[config.mk]
export PLATFORM = sky130hd
export DESIGN_NAME = pairing_io_ctrl_flat
export DESIGN_NICKNAME = d
export VERILOG_FILES = /design/src/rtl/pairing_io_pkg.sv /design/src/rtl/pairing_io_ctrl_if.sv /design/src/rtl/pairing_io_shreg.sv /design/src/rtl/pairing_io_ctrl.sv /design/src/flat_wrapper.sv
export SDC_FILE = /design/constraint.sdc
export NUM_CORES = 1
export LEC_CHECK = 0
export CAP_MARGIN = 20
export CORE_UTILIZATION = 43
export DETAILED_ROUTE_END_ITERATION = 12
export GPL_TIMING_DRIVEN = 0
export MAX_ROUTING_LAYER = met4
export PLACE_DENSITY = 0.78
export SETUP_SLACK_MARGIN = 0.1
export SYNTH_ARGS = -nofsm -noshare
export SYNTH_HDL_FRONTEND = slang
export SYNTH_SLANG_ARGS = --single-unit
export TNS_END_PERCENT = 50
[constraint.sdc]
create_clock -name clk -period 1.65 [get_ports clk]
set_input_delay 0.495 -clock clk [delete_from_list [all_inputs] [get_ports clk]]
set_output_delay 0.495 -clock clk [all_outputs]
set_load 0.01 [all_outputs]
[src/rtl/pairing_io_pkg.sv]
// Shared encodings and defaults for the pairing-core serial I/O controller.
package pairing_io_pkg;

  localparam int DEF_WIDTH   = 198;
  localparam int DEF_ADDR_W  = 6;
  localparam int DEF_TIMEOUT = 1 << 20;

  typedef enum logic [1:0] {
    OP_WRITE = 2'b00,
    OP_READ  = 2'b01,
    OP_RUN   = 2'b10,
    OP_RSVD  = 2'b11
  } op_e;

  typedef enum logic [3:0] {
    IDLE,
    W_UPD,
    W_SHIFT,
    W_COMMIT,
    R_SETUP,
    R_UPD,
    R_SHIFT,
    RUN_WAIT,
    RSP
  } state_e;

endpackage

[src/rtl/pairing_io_ctrl_if.sv]
// Command/response bus between a host and the pairing I/O controller.
interface pairing_io_ctrl_if import pairing_io_pkg::*; #(
  parameter int WIDTH  = DEF_WIDTH,
  parameter int ADDR_W = DEF_ADDR_W
);
  logic              cmd_valid;
  logic              cmd_ready;
  logic [1:0]        cmd_op;
  logic [ADDR_W-1:0] cmd_addr;
  logic [WIDTH-1:0]  cmd_data;
  logic              rsp_valid;
  logic              rsp_ready;
  logic [WIDTH-1:0]  rsp_data;
  logic              rsp_err;

  modport master (
    output cmd_valid, cmd_op, cmd_addr, cmd_data, rsp_ready,
    input  cmd_ready, rsp_valid, rsp_data, rsp_err
  );

  modport slave (
    input  cmd_valid, cmd_op, cmd_addr, cmd_data, rsp_ready,
    output cmd_ready, rsp_valid, rsp_data, rsp_err
  );
endinterface

[src/rtl/pairing_io_shreg.sv]
// Operand shift register: parallel load, shift right with serial in at the MSB, LSB out.
module pairing_io_shreg #(
  parameter int WIDTH = 198
) (
  input  logic             clk,
  input  logic             reset,
  input  logic             load,
  input  logic [WIDTH-1:0] din,
  input  logic             shift,
  input  logic             sin,
  output logic [WIDTH-1:0] q,
  output logic             lsb
);

  always_ff @(posedge clk or negedge reset) begin
    if (!reset)     q <= '0;
    else if (load)  q <= din;
    else if (shift) q <= {sin, q[WIDTH-1:1]};
  end

  assign lsb = q[0];

endmodule

[src/rtl/pairing_io_ctrl.sv]
// Sequences WRITE/READ/RUN commands onto the pairing core's serial register port.
// Optional run watchdog: define PAIRING_IO_CTRL_TIMEOUT_EN.
module pairing_io_ctrl import pairing_io_pkg::*; #(
  parameter int WIDTH          = DEF_WIDTH,
  parameter int ADDR_W         = DEF_ADDR_W,
  parameter int TIMEOUT_CYCLES = DEF_TIMEOUT
) (
  input  logic              clk,
  input  logic              reset,
  pairing_io_ctrl_if.slave  bus,
  output logic              hold,
  output logic              sel,
  output logic              w,
  output logic              update,
  output logic              ready,
  output logic              i,
  output logic [ADDR_W-1:0] addr,
  input  logic              o,
  input  logic              done
);

  localparam int CNT_W = $clog2(WIDTH);

  if (WIDTH < 2 || TIMEOUT_CYCLES < 1) begin : g_param_chk
    $error("pairing_io_ctrl: WIDTH must be >= 2 and TIMEOUT_CYCLES >= 1");
  end

  state_e           state;
  logic [CNT_W-1:0] cnt;
  logic             rsp_valid_q, rsp_err_q;
  logic             accept, last_bit;
  logic             sh_shift, sh_sin, sh_lsb;
  logic [WIDTH-1:0] sh_din, sh_q;

`ifdef PAIRING_IO_CTRL_TIMEOUT_EN
  localparam int WD_W = $clog2(TIMEOUT_CYCLES + 1);
  logic [WD_W-1:0] wd;
`endif

  assign bus.cmd_ready = (state == IDLE) && !rsp_valid_q;
  assign accept        = bus.cmd_valid && bus.cmd_ready;
  assign last_bit      = (cnt == CNT_W'(WIDTH - 1));

  // Non-WRITE commands load zeros, so after a WRITE has shifted out its WIDTH bits
  // (or a RUN/reserved never shifts) the register already holds the zero response.
  assign sh_din   = (bus.cmd_op == OP_WRITE) ? bus.cmd_data : '0;
  assign sh_shift = (state == W_UPD) || (state == W_SHIFT) || (state == R_SHIFT);
  assign sh_sin   = (state == R_SHIFT) ? o : 1'b0;

  pairing_io_shreg #(.WIDTH(WIDTH)) u_shreg (
    .clk   (clk),
    .reset (reset),
    .load  (accept),
    .din   (sh_din),
    .shift (sh_shift),
    .sin   (sh_sin),
    .q     (sh_q),
    .lsb   (sh_lsb)
  );

  assign bus.rsp_valid = rsp_valid_q;
  assign bus.rsp_err   = rsp_err_q;
  assign bus.rsp_data  = rsp_valid_q ? sh_q : '0;

  always_ff @(posedge clk or negedge reset) begin
    if (!reset) begin
      state       <= IDLE;
      cnt         <= '0;
      hold        <= 1'b1;
      sel         <= 1'b0;
      w           <= 1'b0;
      update      <= 1'b0;
      ready       <= 1'b0;
      i           <= 1'b0;
      addr        <= '0;
      rsp_valid_q <= 1'b0;
      rsp_err_q   <= 1'b0;
`ifdef PAIRING_IO_CTRL_TIMEOUT_EN
      wd          <= '0;
`endif
    end else begin
      case (state)
        IDLE: if (accept) begin
          case (bus.cmd_op)
            OP_WRITE: begin
              state  <= W_UPD;
              addr   <= bus.cmd_addr;
              hold   <= 1'b1;
              sel    <= 1'b1;
              update <= 1'b1;
            end
            OP_READ: begin
              state <= R_SETUP;
              addr  <= bus.cmd_addr;
              sel   <= 1'b1;
            end
            OP_RUN: begin
              state <= RUN_WAIT;
              addr  <= bus.cmd_addr;
              hold  <= 1'b0;
`ifdef PAIRING_IO_CTRL_TIMEOUT_EN
              wd    <= '0;
`endif
            end
            default: begin
              // Reserved opcode: error response, core port untouched.
              state       <= RSP;
              rsp_valid_q <= 1'b1;
              rsp_err_q   <= 1'b1;
            end
          endcase
        end
        W_UPD: begin
          update <= 1'b0;
          ready  <= 1'b1;
          i      <= sh_lsb;
          cnt    <= '0;
          state  <= W_SHIFT;
        end
        W_SHIFT: begin
          if (last_bit) begin
            ready <= 1'b0;
            i     <= 1'b0;
            w     <= 1'b1;
            cnt   <= '0;
            state <= W_COMMIT;
          end else begin
            i   <= sh_lsb;
            cnt <= cnt + 1'b1;
          end
        end
        W_COMMIT: begin
          w           <= 1'b0;
          sel         <= 1'b0;
          rsp_valid_q <= 1'b1;
          state       <= RSP;
        end
        R_SETUP: begin
          update <= 1'b1;
          state  <= R_UPD;
        end
        R_UPD: begin
          update <= 1'b0;
          ready  <= 1'b1;
          cnt    <= '0;
          state  <= R_SHIFT;
        end
        R_SHIFT: begin
          if (last_bit) begin
            ready       <= 1'b0;
            sel         <= 1'b0;
            cnt         <= '0;
            rsp_valid_q <= 1'b1;
            state       <= RSP;
          end else begin
            cnt <= cnt + 1'b1;
          end
        end
        RUN_WAIT: begin
          if (done) begin
            rsp_valid_q <= 1'b1;
            state       <= RSP;
          end
`ifdef PAIRING_IO_CTRL_TIMEOUT_EN
          else if (wd == WD_W'(TIMEOUT_CYCLES - 1)) begin
            hold        <= 1'b1;
            rsp_valid_q <= 1'b1;
            rsp_err_q   <= 1'b1;
            state       <= RSP;
          end else begin
            wd <= wd + 1'b1;
          end
`endif
        end
        RSP: if (bus.rsp_ready) begin
          rsp_valid_q <= 1'b0;
          rsp_err_q   <= 1'b0;
          state       <= IDLE;
        end
        default: state <= IDLE;
      endcase
    end
  end

endmodule

[src/flat_wrapper.sv]
// flat-port wrapper written by rule: the top's interface ports become plain ports
module pairing_io_ctrl_flat import pairing_io_pkg::*;
#(
  parameter int WIDTH          = DEF_WIDTH,
  parameter int ADDR_W         = DEF_ADDR_W,
  parameter int TIMEOUT_CYCLES = DEF_TIMEOUT
)
  (clk, reset, hold, sel, w, update, ready, i, addr, o, done, bus_cmd_valid, bus_cmd_op, bus_cmd_addr, bus_cmd_data, bus_rsp_ready, bus_cmd_ready, bus_rsp_valid, bus_rsp_data, bus_rsp_err);
  pairing_io_ctrl_if #(.WIDTH(WIDTH), .ADDR_W(ADDR_W)) bus_i ();
  input  logic clk;
  input  logic reset;
  output logic hold;
  output logic sel;
  output logic w;
  output logic update;
  output logic ready;
  output logic i;
  output logic [ADDR_W-1:0] addr;
  input  logic o;
  input  logic done;
  input wire logic [$bits(bus_i.cmd_valid)-1:0] bus_cmd_valid;
  input wire logic [$bits(bus_i.cmd_op)-1:0] bus_cmd_op;
  input wire logic [$bits(bus_i.cmd_addr)-1:0] bus_cmd_addr;
  input wire logic [$bits(bus_i.cmd_data)-1:0] bus_cmd_data;
  input wire logic [$bits(bus_i.rsp_ready)-1:0] bus_rsp_ready;
  output wire logic [$bits(bus_i.cmd_ready)-1:0] bus_cmd_ready;
  output wire logic [$bits(bus_i.rsp_valid)-1:0] bus_rsp_valid;
  output wire logic [$bits(bus_i.rsp_data)-1:0] bus_rsp_data;
  output wire logic [$bits(bus_i.rsp_err)-1:0] bus_rsp_err;
  assign bus_i.cmd_valid = bus_cmd_valid;
  assign bus_i.cmd_op = bus_cmd_op;
  assign bus_i.cmd_addr = bus_cmd_addr;
  assign bus_i.cmd_data = bus_cmd_data;
  assign bus_i.rsp_ready = bus_rsp_ready;
  assign bus_cmd_ready = bus_i.cmd_ready;
  assign bus_rsp_valid = bus_i.rsp_valid;
  assign bus_rsp_data = bus_i.rsp_data;
  assign bus_rsp_err = bus_i.rsp_err;
  pairing_io_ctrl #(.WIDTH(WIDTH), .ADDR_W(ADDR_W), .TIMEOUT_CYCLES(TIMEOUT_CYCLES)) u_core (.clk(clk), .reset(reset), .bus(bus_i), .hold(hold), .sel(sel), .w(w), .update(update), .ready(ready), .i(i), .addr(addr), .o(o), .done(done));
endmodule
==> flow_results.xml <==
<?xml version="1.0" encoding="UTF-8"?>
<metrics>
  <group name="critical_path">
    <metric name="timing.reg2reg.worst_path_depth" unit="">9</metric>
    <metric name="endpoint_type_of_the_worst_setup_path" unit="">output pin</metric>
    <metric name="worst_ep_arrival_time" unit="ns">1.85</metric>
    <metric name="cpLargestDelayFamily" unit="">buffers and inverters</metric>
    <metric name="crit_buf_inv" unit="">5</metric>
    <metric name="path_max_fanout" unit="">7</metric>
    <metric name="regToRegStartpoint" unit="">u_core.bus.rsp_valid</metric>
    <metric name="crit_chain" unit="">clkbuf_16 &gt; buf_6 &gt; clkbuf_8 &gt; buf_4 &gt; and2_4 &gt; buf_6</metric>
    <metric name="critical_path.most_common_cell" unit="">sky130_fd_sc_hd__buf_6</metric>
    <metric name="startpoint_type" unit="">register</metric>
    <metric name="critical_path_required" unit="ns">1.15</metric>
    <metric name="regToRegEndpoint" unit="">u_core.u_shreg.q[30]</metric>
    <metric name="criticalPathCategory" unit="">register to output pin</metric>
    <metric name="reg2reg_setup_slack" unit="ns">-0.64</metric>
    <metric name="max_stage_delay" unit="ns">0.47</metric>
    <metric name="cp_slowest_cell" unit="">sky130_fd_sc_hd__dfrtp_2</metric>
  </group>
  <group name="logic_synthesis">
    <metric name="syn_inst" unit="">1325</metric>
    <metric name="synth-edff-count" unit="">0</metric>
    <metric name="post_synth_num_cell_types" unit="">47</metric>
    <metric name="synthesis.area" unit="mm²">0.0137</metric>
    <metric name="synth_top_area_cell" unit="">sky130_fd_sc_hd__dfrtp_1</metric>
    <metric name="avgSynthCellArea" unit="µm²">10.3</metric>
    <metric name="yosys_warnings" unit="">0</metric>
    <metric name="asyncSetResetFlopFracSynth" unit="">1.00</metric>
    <metric name="yosys_register_bits" unit="">224</metric>
    <metric name="synth.area.top_cells" unit="">sky130_fd_sc_hd__dfrtp_1 41%, sky130_fd_sc_hd__mux2i_1 22%, sky130_fd_sc_hd__and2_1 14%</metric>
    <metric name="synth_ff_type" unit="">sky130_fd_sc_hd__dfrtp_1</metric>
    <metric name="yosysSeqAreaShare" unit="">0.409</metric>
    <metric name="synth_top_area_share" unit="">0.407</metric>
    <metric name="syn_nets" unit="">1544</metric>
  </group>
  <group name="routing">
    <metric name="wirelength_met1" unit="µm">19800</metric>
    <metric name="highest_layer" unit="">met4</metric>
    <metric name="drt_drc_violations_left" unit="">0</metric>
    <metric name="first_pass_iters" unit="">5</metric>
    <metric name="route.detailed.vias_per_inst" unit="">5.18</metric>
    <metric name="detail_route.iter0.violations" unit="">449</metric>
    <metric name="wl_met3" unit="µm">2850</metric>
    <metric name="met2_length" unit="µm">23700</metric>
    <metric name="post_drt_wl_per_cell" unit="µm">21.0</metric>
    <metric name="vias" unit="">11800</metric>
    <metric name="antenna_violating_nets_post_route" unit="">0</metric>
    <metric name="wl" unit="µm">48000</metric>
  </group>
  <group name="clock_tree">
    <metric name="clkSinkCount" unit="">224</metric>
    <metric name="clock-root-buffer" unit="">sky130_fd_sc_hd__clkbuf_16</metric>
    <metric name="ctsLongestPathBuffers" unit="">3</metric>
    <metric name="hold_fix_buffer_count_after_cts" unit="">0</metric>
    <metric name="insertion_delay" unit="ns">0.55</metric>
    <metric name="cts_htree_levels" unit="">1</metric>
    <metric name="worst_setup_hold_path_clk_slew" unit="ns">0.06</metric>
    <metric name="cts_tree" unit="">yes</metric>
    <metric name="cts_made_buffers" unit="">27</metric>
  </group>
  <group name="run_status">
    <metric name="violated_checks" unit="">hold timing, setup timing</metric>
    <metric name="outcome" unit="">finished, violations left</metric>
  </group>
  <group name="worst_hold_path">
    <metric name="worst_hold_path_type" unit="">primary input to async pin</metric>
  </group>
  <group name="place">
    <metric name="place.detailed.instances" unit="">2146</metric>
    <metric name="io_buffer_count" unit="">424</metric>
    <metric name="place_hpwl" unit="µm">30500</metric>
    <metric name="gp_routability_congestion" unit="">0.903</metric>
  </group>
  <group name="die">
    <metric name="area_of_the_core" unit="mm²">0.0310</metric>
    <metric name="initial_core_utilization" unit="">0.442</metric>
    <metric name="std_cell_rows" unit="">64</metric>
    <metric name="floorplan.die.height" unit="µm">180</metric>
    <metric name="design.die.area" unit="mm²">0.0326</metric>
    <metric name="die_width" unit="µm">180</metric>
    <metric name="top_level_ports" unit="">425</metric>
  </group>
  <group name="timing">
    <metric name="setup_viol" unit="">435</metric>
    <metric name="maxSlewViolCount" unit="">0</metric>
    <metric name="max_freq" unit="MHz">427</metric>
    <metric name="period_minus_slack" unit="ns">2.34</metric>
    <metric name="worst_hold_margin" unit="ns">-0.00296</metric>
    <metric name="setup_slack_after_layout" unit="ns">-0.693</metric>
    <metric name="unrepaired_setup_endpoints_after_global_routing" unit="">true</metric>
    <metric name="max_slew_margin" unit="">0.395</metric>
    <metric name="final.period_utilization" unit="">1.42</metric>
    <metric name="timing_worst_slew_pin_value" unit="ns">0.908</metric>
    <metric name="hold_viol" unit="">13</metric>
    <metric name="clock_skew" unit="ns">0.0191</metric>
  </group>
  <group name="grt">
    <metric name="grt_max_degree" unit="">116</metric>
    <metric name="grt_pass1_vias" unit="">11900</metric>
    <metric name="grt.total_usage" unit="">0.273</metric>
    <metric name="antenna_found_initial" unit="">2</metric>
    <metric name="globalRouteOverflowTotal" unit="">0</metric>
    <metric name="grt_first_pass_wirelength" unit="µm">67700</metric>
  </group>
  <group name="power_and_ir_drop">
    <metric name="vdd.ir_drop.worst" unit="V">0.00114</metric>
    <metric name="power_frac_seq" unit="">0.237</metric>
    <metric name="power.share.switching" unit="">0.372</metric>
    <metric name="internal_power_component" unit="mW">27.1</metric>
    <metric name="power_density" unit="mW/mm²">2000</metric>
    <metric name="static-leakage-power" unit="nW">9.71</metric>
    <metric name="p_clk_frac" unit="">0.133</metric>
    <metric name="fraction_of_power_consumed_by_combinational_cells" unit="">0.630</metric>
    <metric name="power.switching" unit="mW">16.1</metric>
  </group>
  <group name="layout">
    <metric name="fin_util" unit="">0.697</metric>
    <metric name="layout-area-overhead-vs-synth" unit="%">57.6</metric>
    <metric name="final_cells" unit="">2285</metric>
    <metric name="final.fill_count" unit="">2290</metric>
    <metric name="finalNetCount" unit="">2087</metric>
    <metric name="final_layout_size_suffix_gt1_frac" unit="">0.300</metric>
  </group>
  <group name="flow_run">
    <metric name="max-cap-violations" unit="">0</metric>
  </group>
</metrics>
==> power groups by stage <==
stage	Sequential [mW]	Clock [mW]	Combinational (mW)
floorplan	9.56	0	13.4
global placement	9.99	0	22.5
detailed placement	10.1	0	22.8
CTS	10.0	5.80	23.9
global route	10.5	6.06	28.8
finish	10.2	5.75	27.3
==> flip-flops by register name (all words and copies together) (netlist names) <==
register,flops
u_core.i,1
u_core.bus.rsp_valid,1
u_core.sel,1
u_core.ready,1
u_core.addr,6
u_core.bus.rsp_err,1
u_core.state,4
u_core.w,1
u_core.u_shreg.q,198
u_core.update,1
u_core.cnt,8
u_core.hold,1
==> layout make-up <==
class / count / area, µm² / share of cell area
Buffer: 94 / 1300 / 0.0602
Antenna cell: 2 / 5.00 / 0.000232
Multi-Input combinational cell: 901 / 7640 / 0.354
Inverter: 105 / 394 / 0.0183
Clock buffer: 41 / 758 / 0.0351
Tap cell: 396 / 495 / 0.0230
Sequential cell: 224 / 5610 / 0.260
Clock inverter: 7 / 67.6 / 0.00313
Timing Repair Buffer: 515 / 5320 / 0.247
==> Yosys cell counts (4+ instances only) <==
master	count
sky130_fd_sc_hd__dfrtp_1	223
sky130_fd_sc_hd__o21ai_0	13
sky130_fd_sc_hd__nor3_1	4
sky130_fd_sc_hd__nand3_1	4
sky130_fd_sc_hd__buf_6	9
sky130_fd_sc_hd__mux2_2	105
sky130_fd_sc_hd__clkbuf_1	48
sky130_fd_sc_hd__buf_4	20
sky130_fd_sc_hd__and2_1	298
sky130_fd_sc_hd__mux2i_1	296
sky130_fd_sc_hd__nor2_1	8
sky130_fd_sc_hd__inv_1	105
sky130_fd_sc_hd__nand2_1	110
sky130_fd_sc_hd__buf_2	10
sky130_fd_sc_hd__a31oi_1	4
sky130_fd_sc_hd__ha_1	7
sky130_fd_sc_hd__a21oi_1	10
sky130_fd_sc_hd__buf_12	8
==> placed cells by master (no fill, tap or decap), types with 16 or more instances in the layout <==
master	count
sky130_fd_sc_hd__clkdlybuf4s50_1	223
sky130_fd_sc_hd__mux2i_1	278
sky130_fd_sc_hd__buf_8	30
sky130_fd_sc_hd__dfrtp_1	222
sky130_fd_sc_hd__clkbuf_16	57
sky130_fd_sc_hd__mux2_4	72
sky130_fd_sc_hd__clkbuf_2	104
sky130_fd_sc_hd__nand2_1	109
sky130_fd_sc_hd__and2_1	253
sky130_fd_sc_hd__dlygate4sd2_1	16
sky130_fd_sc_hd__clkbuf_1	24
sky130_fd_sc_hd__buf_12	40
sky130_fd_sc_hd__and2_4	45
sky130_fd_sc_hd__buf_2	31
sky130_fd_sc_hd__mux2_2	33
sky130_fd_sc_hd__inv_1	105
sky130_fd_sc_hd__buf_6	70
==> per-layer routing <==
layer	track usage	up-vias
met5	-	-
met4	0.0933	0
met3	0.0447	95
met2	0.456	464
met1	0.335	5812
li1	-	5455
==> logic make-up (layout without fill, tap and decap cells) <==
logic type               after synthesis  in the layout  synth area share
XOR/XNOR                               2              2           0.00128
buffers and inverters                200            762            0.0756
AND/OR/NAND/NOR                      443            443             0.182
adder cells (fa/ha/maj)                7              7           0.00639
flip-flops                           224            224             0.409
other                                  0              2                 0
AO/OA/AOI/OAI                         48             48            0.0224
multiplexers                         401            401             0.303
==> how the worst max path moves through the flow <==
stage,from,endpoint,slack [ns],cells past startpoint
after floorplan,bus_cmd_valid,u_core.u_shreg.q[45],-0.09,7
after global placement,reset,u_core.u_shreg.q[119],-9.83,1
after global routing,u_core.bus.rsp_valid,bus_rsp_data[80],-0.73,6
after CTS,u_core.bus.rsp_valid,bus_rsp_data[122],-0.85,4
final,u_core.bus.rsp_valid,bus_rsp_data[80],-0.69,6
after detailed placement,bus_cmd_op[0],u_core.u_shreg.q[7],-1.45,8
==> worst reg2reg max path, delay by kind of cell, from the launching register on <==
kind / cells / cell delay, ns
DFF: 1 / 0.47
and+or+nand+nor: 2 / 0.49
muxes: 2 / 0.44
buffers and inverters: 5 / 0.76
==> metrics by stage <==
stage                     cell area, µm²  power [mW]  hold WS, ns  setup slack, ns  TNS [ns]
after floorplan                    13900        23.0        0.199          -0.0890     -8.96
after global placement             18700        32.4        0.488            -9.83  -2586.25
after detailed placement           18700        32.9        0.502            -1.45   -413.25
after CTS                          20400        39.7       0.0501           -0.853   -271.90
after global routing               21600        45.4       0.0794           -0.735   -240.60
final                              21600        43.2     -0.00296           -0.693   -216.40
==> repair_timing <==
item                                    4_1_cts  5_1_grt
gates cloned                                 15       28
gates resized for setup                     481      538
pin swaps                                     4        4
buffers inserted                             26       25
endpoints found under the setup margin      437      437
(Power assumes the default switching activity.)
